File: config.mk
export PLATFORM = sky130hd
export DESIGN_NAME = mmss_clock_ctrl_flat
export DESIGN_NICKNAME = d
export VERILOG_FILES = /design/src/rtl/mmss_pkg.sv /design/src/rtl/mmss_clock_ctrl_if.sv /design/src/rtl/bcd_digit_ctr.sv /design/src/rtl/mmss_clock_ctrl.sv /design/src/flat_wrapper.sv
export SDC_FILE = /design/constraint.sdc
export NUM_CORES = 1
export LEC_CHECK = 0
export CORE_MARGIN = 2
export CORE_UTILIZATION = 35
export CTS_BUF_LIST = sky130_fd_sc_hd__clkbuf_8
export DETAILED_ROUTE_END_ITERATION = 10
export DONT_BUFFER_PORTS = 1
export PLACE_DENSITY_LB_ADDON = 0.2
export RECOVER_POWER = 100
export SETUP_SLACK_MARGIN = 0.5
export SYNTH_ARGS = -nofsm -noshare
export SYNTH_HDL_FRONTEND = slang
export SYNTH_HIERARCHICAL = 1
export SYNTH_SLANG_ARGS = --single-unit
File: constraint.sdc
create_clock -name clk -period 3 [get_ports clk]
set_clock_uncertainty 0.2 [all_clocks]
set_input_delay 0.3 -clock clk [delete_from_list [all_inputs] [get_ports clk]]
set_output_delay 0.3 -clock clk [all_outputs]
set_load 0.02 [all_outputs]
File: src/rtl/mmss_pkg.sv
// rtl/mmss_pkg.sv - shared mode encodings and digit constants for the mm:ss clock
package mmss_pkg;

  localparam int DIG_W        = 4;
  localparam int BCD_MAX_ONES = 9;

  typedef enum logic [1:0] {
    MODE_RUN     = 2'b00,
    MODE_SET_MIN = 2'b01,
    MODE_SET_SEC = 2'b10,
    MODE_BAD     = 2'b11
  } mode_e;

  // Illegal encoding recovers to RUN rather than sticking.
  function automatic mode_e next_mode(input mode_e cur);
    case (cur)
      MODE_RUN:     next_mode = MODE_SET_MIN;
      MODE_SET_MIN: next_mode = MODE_SET_SEC;
      default:      next_mode = MODE_RUN;
    endcase
  endfunction

endpackage

File: src/rtl/mmss_clock_ctrl_if.sv
// rtl/mmss_clock_ctrl_if.sv - button/tick inputs and display outputs of the mm:ss clock
interface mmss_clock_ctrl_if #(
  parameter int DIG_W = mmss_pkg::DIG_W
);
  import mmss_pkg::*;

  logic             tick;
  logic             mode_btn;
  logic             inc_btn;
  logic [DIG_W-1:0] sec_lo;
  logic [DIG_W-1:0] sec_hi;
  logic [DIG_W-1:0] min_lo;
  logic [DIG_W-1:0] min_hi;
  logic [1:0]       mode;
  logic             blink;
  logic             hour_pulse;

  modport master (
    output tick, mode_btn, inc_btn,
    input  sec_lo, sec_hi, min_lo, min_hi, mode, blink, hour_pulse
  );

  modport slave (
    input  tick, mode_btn, inc_btn,
    output sec_lo, sec_hi, min_lo, min_hi, mode, blink, hour_pulse
  );

endinterface

File: src/rtl/bcd_digit_ctr.sv
// rtl/bcd_digit_ctr.sv - one BCD digit with enable/clear and a terminal-value flag
module bcd_digit_ctr #(
  parameter int DIG_W = 4,
  parameter int MAX   = 9
) (
  input  logic             clk,
  input  logic             rst,
  input  logic             en,
  input  logic             clr,
  output logic [DIG_W-1:0] q,
  output logic             at_max
);

  logic [DIG_W-1:0] q_q;
  logic [DIG_W-1:0] q_d;
  logic [DIG_W-1:0] carry;
  logic [DIG_W-1:0] inc_val;

  always_comb begin
    carry    = '0;
    carry[0] = 1'b1;
    for (int i = 1; i < DIG_W; i++) begin
      carry[i] = q_q[i-1] & carry[i-1];
    end
    inc_val = q_q ^ carry;
  end

  // ">=" so an out-of-range value is treated as terminal and clears on its next enable.
  assign at_max = (q_q >= DIG_W'(MAX));

  always_comb begin
    q_d = q_q;
    if (en && clr) begin
      q_d = '0;
    end else if (en) begin
      q_d = inc_val;
    end
  end

  always_ff @(posedge clk) begin
    if (rst) begin
      q_q <= '0;
    end else begin
      q_q <= q_d;
    end
  end

  assign q = q_q;

endmodule

File: src/rtl/mmss_clock_ctrl.sv
// rtl/mmss_clock_ctrl.sv - mm:ss timekeeping: mode FSM, digit enable/clear cascade, blink, hour pulse
module mmss_clock_ctrl #(
  parameter int SEC_TENS_MAX = 5,
  parameter int MIN_TENS_MAX = 5,
  parameter int DIG_W        = mmss_pkg::DIG_W
) (
  input  logic               clk,
  input  logic               rst,
  mmss_clock_ctrl_if.slave   bus
);
  import mmss_pkg::*;

  mode_e            mode_q;
  logic             blink_q;
  logic             hour_pulse_q;
  logic             hour_pulse_d;

  logic             tick_run;
  logic             inc_eff;
  logic             en_s0, en_s1, en_m0, en_m1;
  logic             clr_s0, clr_s1, clr_m0, clr_m1;
  logic             max_s0, max_s1, max_m0, max_m1;
  logic [DIG_W-1:0] s0, s1, m0, m1;

  // A coincident mode press swallows the increment.
  assign tick_run = bus.tick && (mode_q == MODE_RUN);
  assign inc_eff  = bus.inc_btn && !bus.mode_btn;

  assign en_s0 = tick_run || (inc_eff && mode_q == MODE_SET_SEC);
  assign en_s1 = en_s0 && max_s0;
  assign en_m0 = (tick_run && max_s0 && max_s1) || (inc_eff && mode_q == MODE_SET_MIN);
  assign en_m1 = en_m0 && max_m0;

  assign clr_s0 = en_s0 && max_s0;
  assign clr_s1 = en_s1 && max_s1;
  assign clr_m0 = en_m0 && max_m0;
  assign clr_m1 = en_m1 && max_m1;

  assign hour_pulse_d = tick_run && max_s0 && max_s1 && max_m0 && max_m1;

  bcd_digit_ctr #(.DIG_W(DIG_W), .MAX(BCD_MAX_ONES)) u_sec_lo (
    .clk(clk), .rst(rst), .en(en_s0), .clr(clr_s0), .q(s0), .at_max(max_s0)
  );
  bcd_digit_ctr #(.DIG_W(DIG_W), .MAX(SEC_TENS_MAX)) u_sec_hi (
    .clk(clk), .rst(rst), .en(en_s1), .clr(clr_s1), .q(s1), .at_max(max_s1)
  );
  bcd_digit_ctr #(.DIG_W(DIG_W), .MAX(BCD_MAX_ONES)) u_min_lo (
    .clk(clk), .rst(rst), .en(en_m0), .clr(clr_m0), .q(m0), .at_max(max_m0)
  );
  bcd_digit_ctr #(.DIG_W(DIG_W), .MAX(MIN_TENS_MAX)) u_min_hi (
    .clk(clk), .rst(rst), .en(en_m1), .clr(clr_m1), .q(m1), .at_max(max_m1)
  );

  always_ff @(posedge clk) begin
    if (rst) begin
      mode_q       <= MODE_RUN;
      blink_q      <= 1'b0;
      hour_pulse_q <= 1'b0;
    end else begin
      hour_pulse_q <= hour_pulse_d;
      if (bus.mode_btn) begin
        mode_q  <= next_mode(mode_q);
        blink_q <= 1'b0;
      end else begin
        case (mode_q)
          MODE_SET_MIN, MODE_SET_SEC: begin
            if (bus.inc_btn) begin
              blink_q <= 1'b0;
            end else if (bus.tick) begin
              blink_q <= ~blink_q;
            end
          end
          MODE_RUN: begin
            blink_q <= 1'b0;
          end
          default: begin
            mode_q  <= MODE_RUN;
            blink_q <= 1'b0;
          end
        endcase
      end
    end
  end

  assign bus.sec_lo     = s0;
  assign bus.sec_hi     = s1;
  assign bus.min_lo     = m0;
  assign bus.min_hi     = m1;
  assign bus.mode       = mode_q;
  assign bus.blink      = blink_q;
  assign bus.hour_pulse = hour_pulse_q;

endmodule

File: src/flat_wrapper.sv
// flat-port wrapper written by rule: the top's interface ports become plain ports
module mmss_clock_ctrl_flat import mmss_pkg::*;
#(
  parameter int SEC_TENS_MAX = 5,
  parameter int MIN_TENS_MAX = 5,
  parameter int DIG_W        = mmss_pkg::DIG_W
)
  (clk, rst, bus_tick, bus_mode_btn, bus_inc_btn, bus_sec_lo, bus_sec_hi, bus_min_lo, bus_min_hi, bus_mode, bus_blink, bus_hour_pulse);
  mmss_clock_ctrl_if #(.DIG_W(DIG_W)) bus_i ();
  input  logic clk;
  input  logic rst;
  input wire logic [$bits(bus_i.tick)-1:0] bus_tick;
  input wire logic [$bits(bus_i.mode_btn)-1:0] bus_mode_btn;
  input wire logic [$bits(bus_i.inc_btn)-1:0] bus_inc_btn;
  output wire logic [$bits(bus_i.sec_lo)-1:0] bus_sec_lo;
  output wire logic [$bits(bus_i.sec_hi)-1:0] bus_sec_hi;
  output wire logic [$bits(bus_i.min_lo)-1:0] bus_min_lo;
  output wire logic [$bits(bus_i.min_hi)-1:0] bus_min_hi;
  output wire logic [$bits(bus_i.mode)-1:0] bus_mode;
  output wire logic [$bits(bus_i.blink)-1:0] bus_blink;
  output wire logic [$bits(bus_i.hour_pulse)-1:0] bus_hour_pulse;
  assign bus_i.tick = bus_tick;
  assign bus_i.mode_btn = bus_mode_btn;
  assign bus_i.inc_btn = bus_inc_btn;
  assign bus_sec_lo = bus_i.sec_lo;
  assign bus_sec_hi = bus_i.sec_hi;
  assign bus_min_lo = bus_i.min_lo;
  assign bus_min_hi = bus_i.min_hi;
  assign bus_mode = bus_i.mode;
  assign bus_blink = bus_i.blink;
  assign bus_hour_pulse = bus_i.hour_pulse;
  mmss_clock_ctrl #(.SEC_TENS_MAX(SEC_TENS_MAX), .MIN_TENS_MAX(MIN_TENS_MAX), .DIG_W(DIG_W)) u_core (.clk(clk), .rst(rst), .bus(bus_i));
endmodule
* Word-level counts from Yosys, hierarchy flattened
Index checks and enable logic that the tools add are counted.
Operators by class: reductions and logical operators 27, muxes and demuxes 3, equal/unequal tests 3, $lt $le $gt $ge 4, bitwise operators 14
Operators by type and width (number):
- logical AND 1 bit | 16
- bitwise XOR 4 bit | 4
- OR reduction 2 bit | 5
- AND 1 bit | 8
- >= comparator 4 x 3 -> 1 bit, second input constant | 2
- >= comparator 4 bit, second input constant | 2
- 2-to-1 mux 2 bit | 2
- case mux 2 bit (2 select lines) | 1
- OR reduction 4 bit | 1
- OR reduction 3 bit | 1
- equality test 2 x 1 -> 1 bit, second input constant | 1
- equality test 2 bit, second input constant | 1
- zero test 2 bit | 1
- logical OR 1 bit | 2
- inequality test 2 x 1 -> 1 bit, second input constant | 1
- NOT 1 bit | 2
- zero test 1 bit | 1
Word-level totals: input bits 5, register bits 20, word-level logic and storage cells 58

* Depth between registers and ports, before layout
depth after elaboration 9, depth in mapped cells 8

* By module
Netlist, hierarchy kept.
By module, submodules not included:
- bcd_digit_ctr (u_core.u_min_hi ...) | instances 2, cells each 25, area an instance 244.0 µm²
- bcd_digit_ctr (u_core.u_min_lo ...) | instances 2, cells each 25, area an instance 241.5 µm²
- mmss_clock_ctrl | instances 1, cells each 33, area an instance 276.5 µm²

* Worst setup path before layout
No wires, ideal clock.
path kind flip-flop to flip-flop, start point register u_core.u_sec_lo.q_q[0], in the netlist u_core/u_sec_lo/q[0], end point register u_core.u_min_hi.q_q[0], in the netlist u_core/u_min_hi/q[0], arrival time 2.278 ns, setup slack 0.456 ns, clock period less this slack 2.544 ns, stages on the path, launching flop included 8, path buffers 0, library setup time 0.066 ns, cell sequence dfxtp_1 inv_1 ha_1 a21boi_0 nand4_1 a21boi_0 or3b_1 a21oi_2
Between the ends: longest elaborated chain between the ends 8
Ends and longest elaborated chain:
- start, declared | RTL line bcd_digit_ctr.sv:14 | logic [DIG_W-1:0] q_q;
- start signal, assigned | RTL line bcd_digit_ctr.sv:44 | q_q <= q_d;
- >= comparator 4 bit * | RTL line bcd_digit_ctr.sv:29 | assign at_max = (q_q >= DIG_W'(MAX));
- via u_core.max_s0 | RTL line mmss_clock_ctrl.sv:22 | logic max_s0, max_s1, max_m0, max_m1;
- logical AND 1 bit * (2 in series) | RTL line mmss_clock_ctrl.sv:31 | assign en_m0 = (tick_run && max_s0 && max_s1) || (inc_eff && mode_q == MODE_SET_MIN);
- logical OR 1 bit * | RTL line mmss_clock_ctrl.sv:31
- logical AND 1 bit *
- via u_core.clr_m0 | RTL line mmss_clock_ctrl.sv:21 | logic clr_s0, clr_s1, clr_m0, clr_m1;
- logical AND 1 bit | RTL line mmss_clock_ctrl.sv:37 | assign clr_m1 = en_m1 && max_m1;
- logical AND 1 bit | RTL line bcd_digit_ctr.sv:33 | if (en && clr) begin
- OR reduction 2 bit (no source line)
- end signal, assigned | RTL line bcd_digit_ctr.sv:44
- end, declared | RTL line bcd_digit_ctr.sv:14
The timed path passes the listed nets; every way through them passes the cells marked *. A chain may end at the register's enable or synchronous reset.

* Worst setup path in the final report
start point register u_core.u_sec_lo.q_q[0], in the netlist u_core/u_sec_lo/q[0], end point register u_core.u_sec_hi.q_q[0], in the netlist u_core/u_sec_hi/q[0]
Between the ends: longest elaborated chain between the ends 5
Ends and longest elaborated chain:
- >= comparator 4 bit * | RTL line bcd_digit_ctr.sv:29
- via u_core.max_s0 | RTL line mmss_clock_ctrl.sv:22
- logical AND 1 bit *
- via u_core.clr_s0 | RTL line mmss_clock_ctrl.sv:21
- logical AND 1 bit | RTL line mmss_clock_ctrl.sv:35 | assign clr_s1 = en_s1 && max_s1;
- logical AND 1 bit | RTL line bcd_digit_ctr.sv:33
- OR reduction 2 bit (no source line)
- end signal, assigned | RTL line bcd_digit_ctr.sv:44
- end, declared | RTL line bcd_digit_ctr.sv:14
Marked as above.

==> impl_metrics.yaml <==
grt:
  met3_usage_pct: 4.82
  gr-total-overflow: 0
  grt_max_degree: 21
  grt_pass1_vias: 967
  grt_use_total_pct: 13.9
  grtUsageMet1_pct: 16.5
  grt_use_met2_pct: 22.8
  antenna_found_initial: 0
  grt_pass1_wl_um: 4450
  top_usage_layer: "met2"
setup_path:
  cpPeakStageDelay_ps: 540
  crit_type: "register to register"
  crit_required_ps: 2990
  critPathMaxFanout: 13
  critPathSlowestCell: "dfxtp_1"
  crit_chain: "inv_1 > ha_1 > a21boi_0 > a21boi_0 > clkbuf_1 > or3b_1 > a21oi_1"
  cp.arrival_ps: 2470
  cp-start-kind: "register"
  cp_common_cell: "a21boi_0"
  crit_path_end_kind: "register"
  reg2reg_depth: 7
timing:
  grt_setup_unrepaired: "false"
  final.setup.tns_ps: 0
  min_period_ps: 2480
  fmax_mhz: 403
  hold_violations: 0
  finalCritPeriodShare_pct: 82.7
  slew_viol_final: 0
  maxSlewHeadroom_pct: 47.7
  finalSetupViolCount: 0
  tightestPinTransition_ps: 782
routing:
  ant_nets: 0
  wire_per_inst_um: 13.7
  drt-total-wl_um: 2570
  drt_iter0_markers: 34
  vias_per_cell: 5.01
  drc: 0
  vias: 936
  firstDrtPassIters: 4
cts:
  clkLatencyLatePin_ps: 260
  post_cts_buffers: 0
  cts_buffers: 3
  ctsLongestPathBuffers: 2
  cts_root_buf: "clkbuf_8"
  cts.sinks: 20
  clkTransAtPathRegs_ps: 70
  htree_levels: 1
  cts_tree: "done"
power:
  peakVddDrop_v: 0.000119
  power_leakage_nw: 0.524
  power_w: 0.000501
  powerDensity_nw_per_um2: 364
min_path:
  worstHoldPathCells: 2
  hp-class: "input pin to register"
cells_and_area:
  instances_no_fill: 187
  layout-drive-gt1-share_pct: 3.55
  diodes: 0
  area_growth_pct: 10.3
  final_nets: 169
yosys:
  yosysWarnings: 6
  synth_cells: 133
  synth_seq_cells: 20
  syn_nets: 159
  yosysSeqAreaShare_pct: 32.1
  syn_avg_cell_area_um2: 9.38
  synth_cell_types: 20
  syn_area_um2: 1250
floorplanning:
  fp-row-count: 21
  dieArea_um2: 4060
  die_h_um: 63.7
  die_w_um: 63.7
  io_pins: 25
  start_util_pct: 36.8
  core_um2: 3390
placement:
  finalWeightedCongestion: 0.773
  portBuffers: 0
  dp.cells: 181
  post-dp-hpwl_um: 1750
run_status:
  outcome: "complete, no violations"
flow_run:
  maxCapViolCount: 0
==> kinds of logic after synthesis <==
family / after synthesis / synth area share, %
AOI/OAI and AO/OA: 30 / 15.6
xor gates and xnor gates: 1 / 0.702
adders and majority gates: 21 / 21.1
buffers and inverters: 10 / 3.01
DFF: 20 / 32.1
and+or+nand+nor: 51 / 27.5
==> Yosys cell counts (all sizes together) <==
master / instances / area share (%)
inv: 10 / 3.0
ha: 21 / 21
nand2b: 15 / 7.5
a21oi: 16 / 7.6
nand3b: 10 / 6.0
nand4: 1 / 0.50
nor2b: 4 / 2.0
o21ai: 4 / 1.6
nand4bb: 4 / 3.6
a21o: 2 / 1.2
o2bb2ai: 4 / 2.8
dfxtp: 20 / 32
xnor2: 1 / 0.70
nor2: 2 / 0.60
or3b: 6 / 4.2
nor3: 1 / 0.40
a21boi: 4 / 2.4
nor4: 1 / 0.50
nand2: 7 / 2.1
==> power breakdown <==
| group | internal (W) | switching [W] |
|---|---|---|
| logic | 0.0000161 | 0.0000201 |
| registers | 0.000270 | 0.0000136 |
| clock network | 0.0000897 | 0.0000915 |
| total | 0.000376 | 0.000125 |
==> through the flow <==
stage	hold slack (ps)	setup slack [ps]	instance area, um2	util, %
5_1_grt	14.9	285	1380	40.6
6_report	8.97	520	1380	40.6
3_3_place_gp	167	781	1320	38.9
3_5_place_dp	169	705	1320	38.9
4_1_cts	5.03	680	1390	41.0
2_1_floorplan	162	615	1250	-
==> per-layer routing <==
layer  vias to the layer above  part of all wire (%)
li1                        481                     -
met1                       431                    48
met2                        19                    44
met3                         5                   6.2
met4                         0                   1.9
met5                         -                     0
==> placed cells by master (no fill, tap or decap) <==
cell and count:
a21boi_0 4, a21o_1 2, a21oi_1 15, a21oi_2 1, buf_4 1, clkbuf_1 1
clkbuf_8 3, dfxtp_1 20, dlygate4sd3_1 3, ha_1 21, inv_1 10, nand2_1 7
nand2b_1 15, nand3b_1 10, nand4_1 1, nand4bb_1 4, nor2_1 2, nor2b_1 4
nor3_1 1, nor4_1 1, o21ai_0 4, o2bb2ai_1 4, or3b_1 6, xnor2_1 1
==> path summary, 6_finish.rpt <==
path,slack (ps),end,from
max reg2reg,520,u_core/u_sec_hi/q[0],u_core/u_sec_lo/q[0]
min,9,u_core/u_min_hi/q[3],rst
min reg2reg,410,u_core/u_min_lo/q[1],u_core/u_min_lo/q[1]
max,520,u_core/u_sec_hi/q[0],u_core/u_sec_lo/q[0]
==> repair_timing <==
action / CTS / global route
hold buffers: 3 / 0
resized for setup: 0 / 1
endpoints found under the setup margin: 0 / 1
hold endpoints to repair: 20 / 0
==> worst max-delay path, delay by kind of cell (launching register included) <==
family,cells,cell delay (ps)
DFF,1,540
and+or+nand+nor,1,390
AOI/OAI and AO/OA,3,620
adders and majority gates,1,200
buffers and inverters,2,470
==> state kept, by name, indices dropped and copies added (netlist names) <==
signal	count
u_core/u_sec_hi/q	4
u_core/bus.blink	1
u_core/bus.hour_pulse	1
u_core/bus.mode	2
u_core/u_min_lo/q	4
u_core/u_min_hi/q	4
u_core/u_sec_lo/q	4
==> cell type report <==
| cell class | instances | area [um2] |
|---|---|---|
| Sequential cell | 20 | 400 |
| Inverter | 10 | 37.5 |
| Clock buffer | 3 | 41.3 |
| Multi-Input combinational cell | 103 | 798 |
| Fill cell | 352 | 2010 |
| Tap cell | 46 | 57.6 |
| Timing Repair Buffer | 5 | 41.3 |
Power figures use the tool's default switching activity.
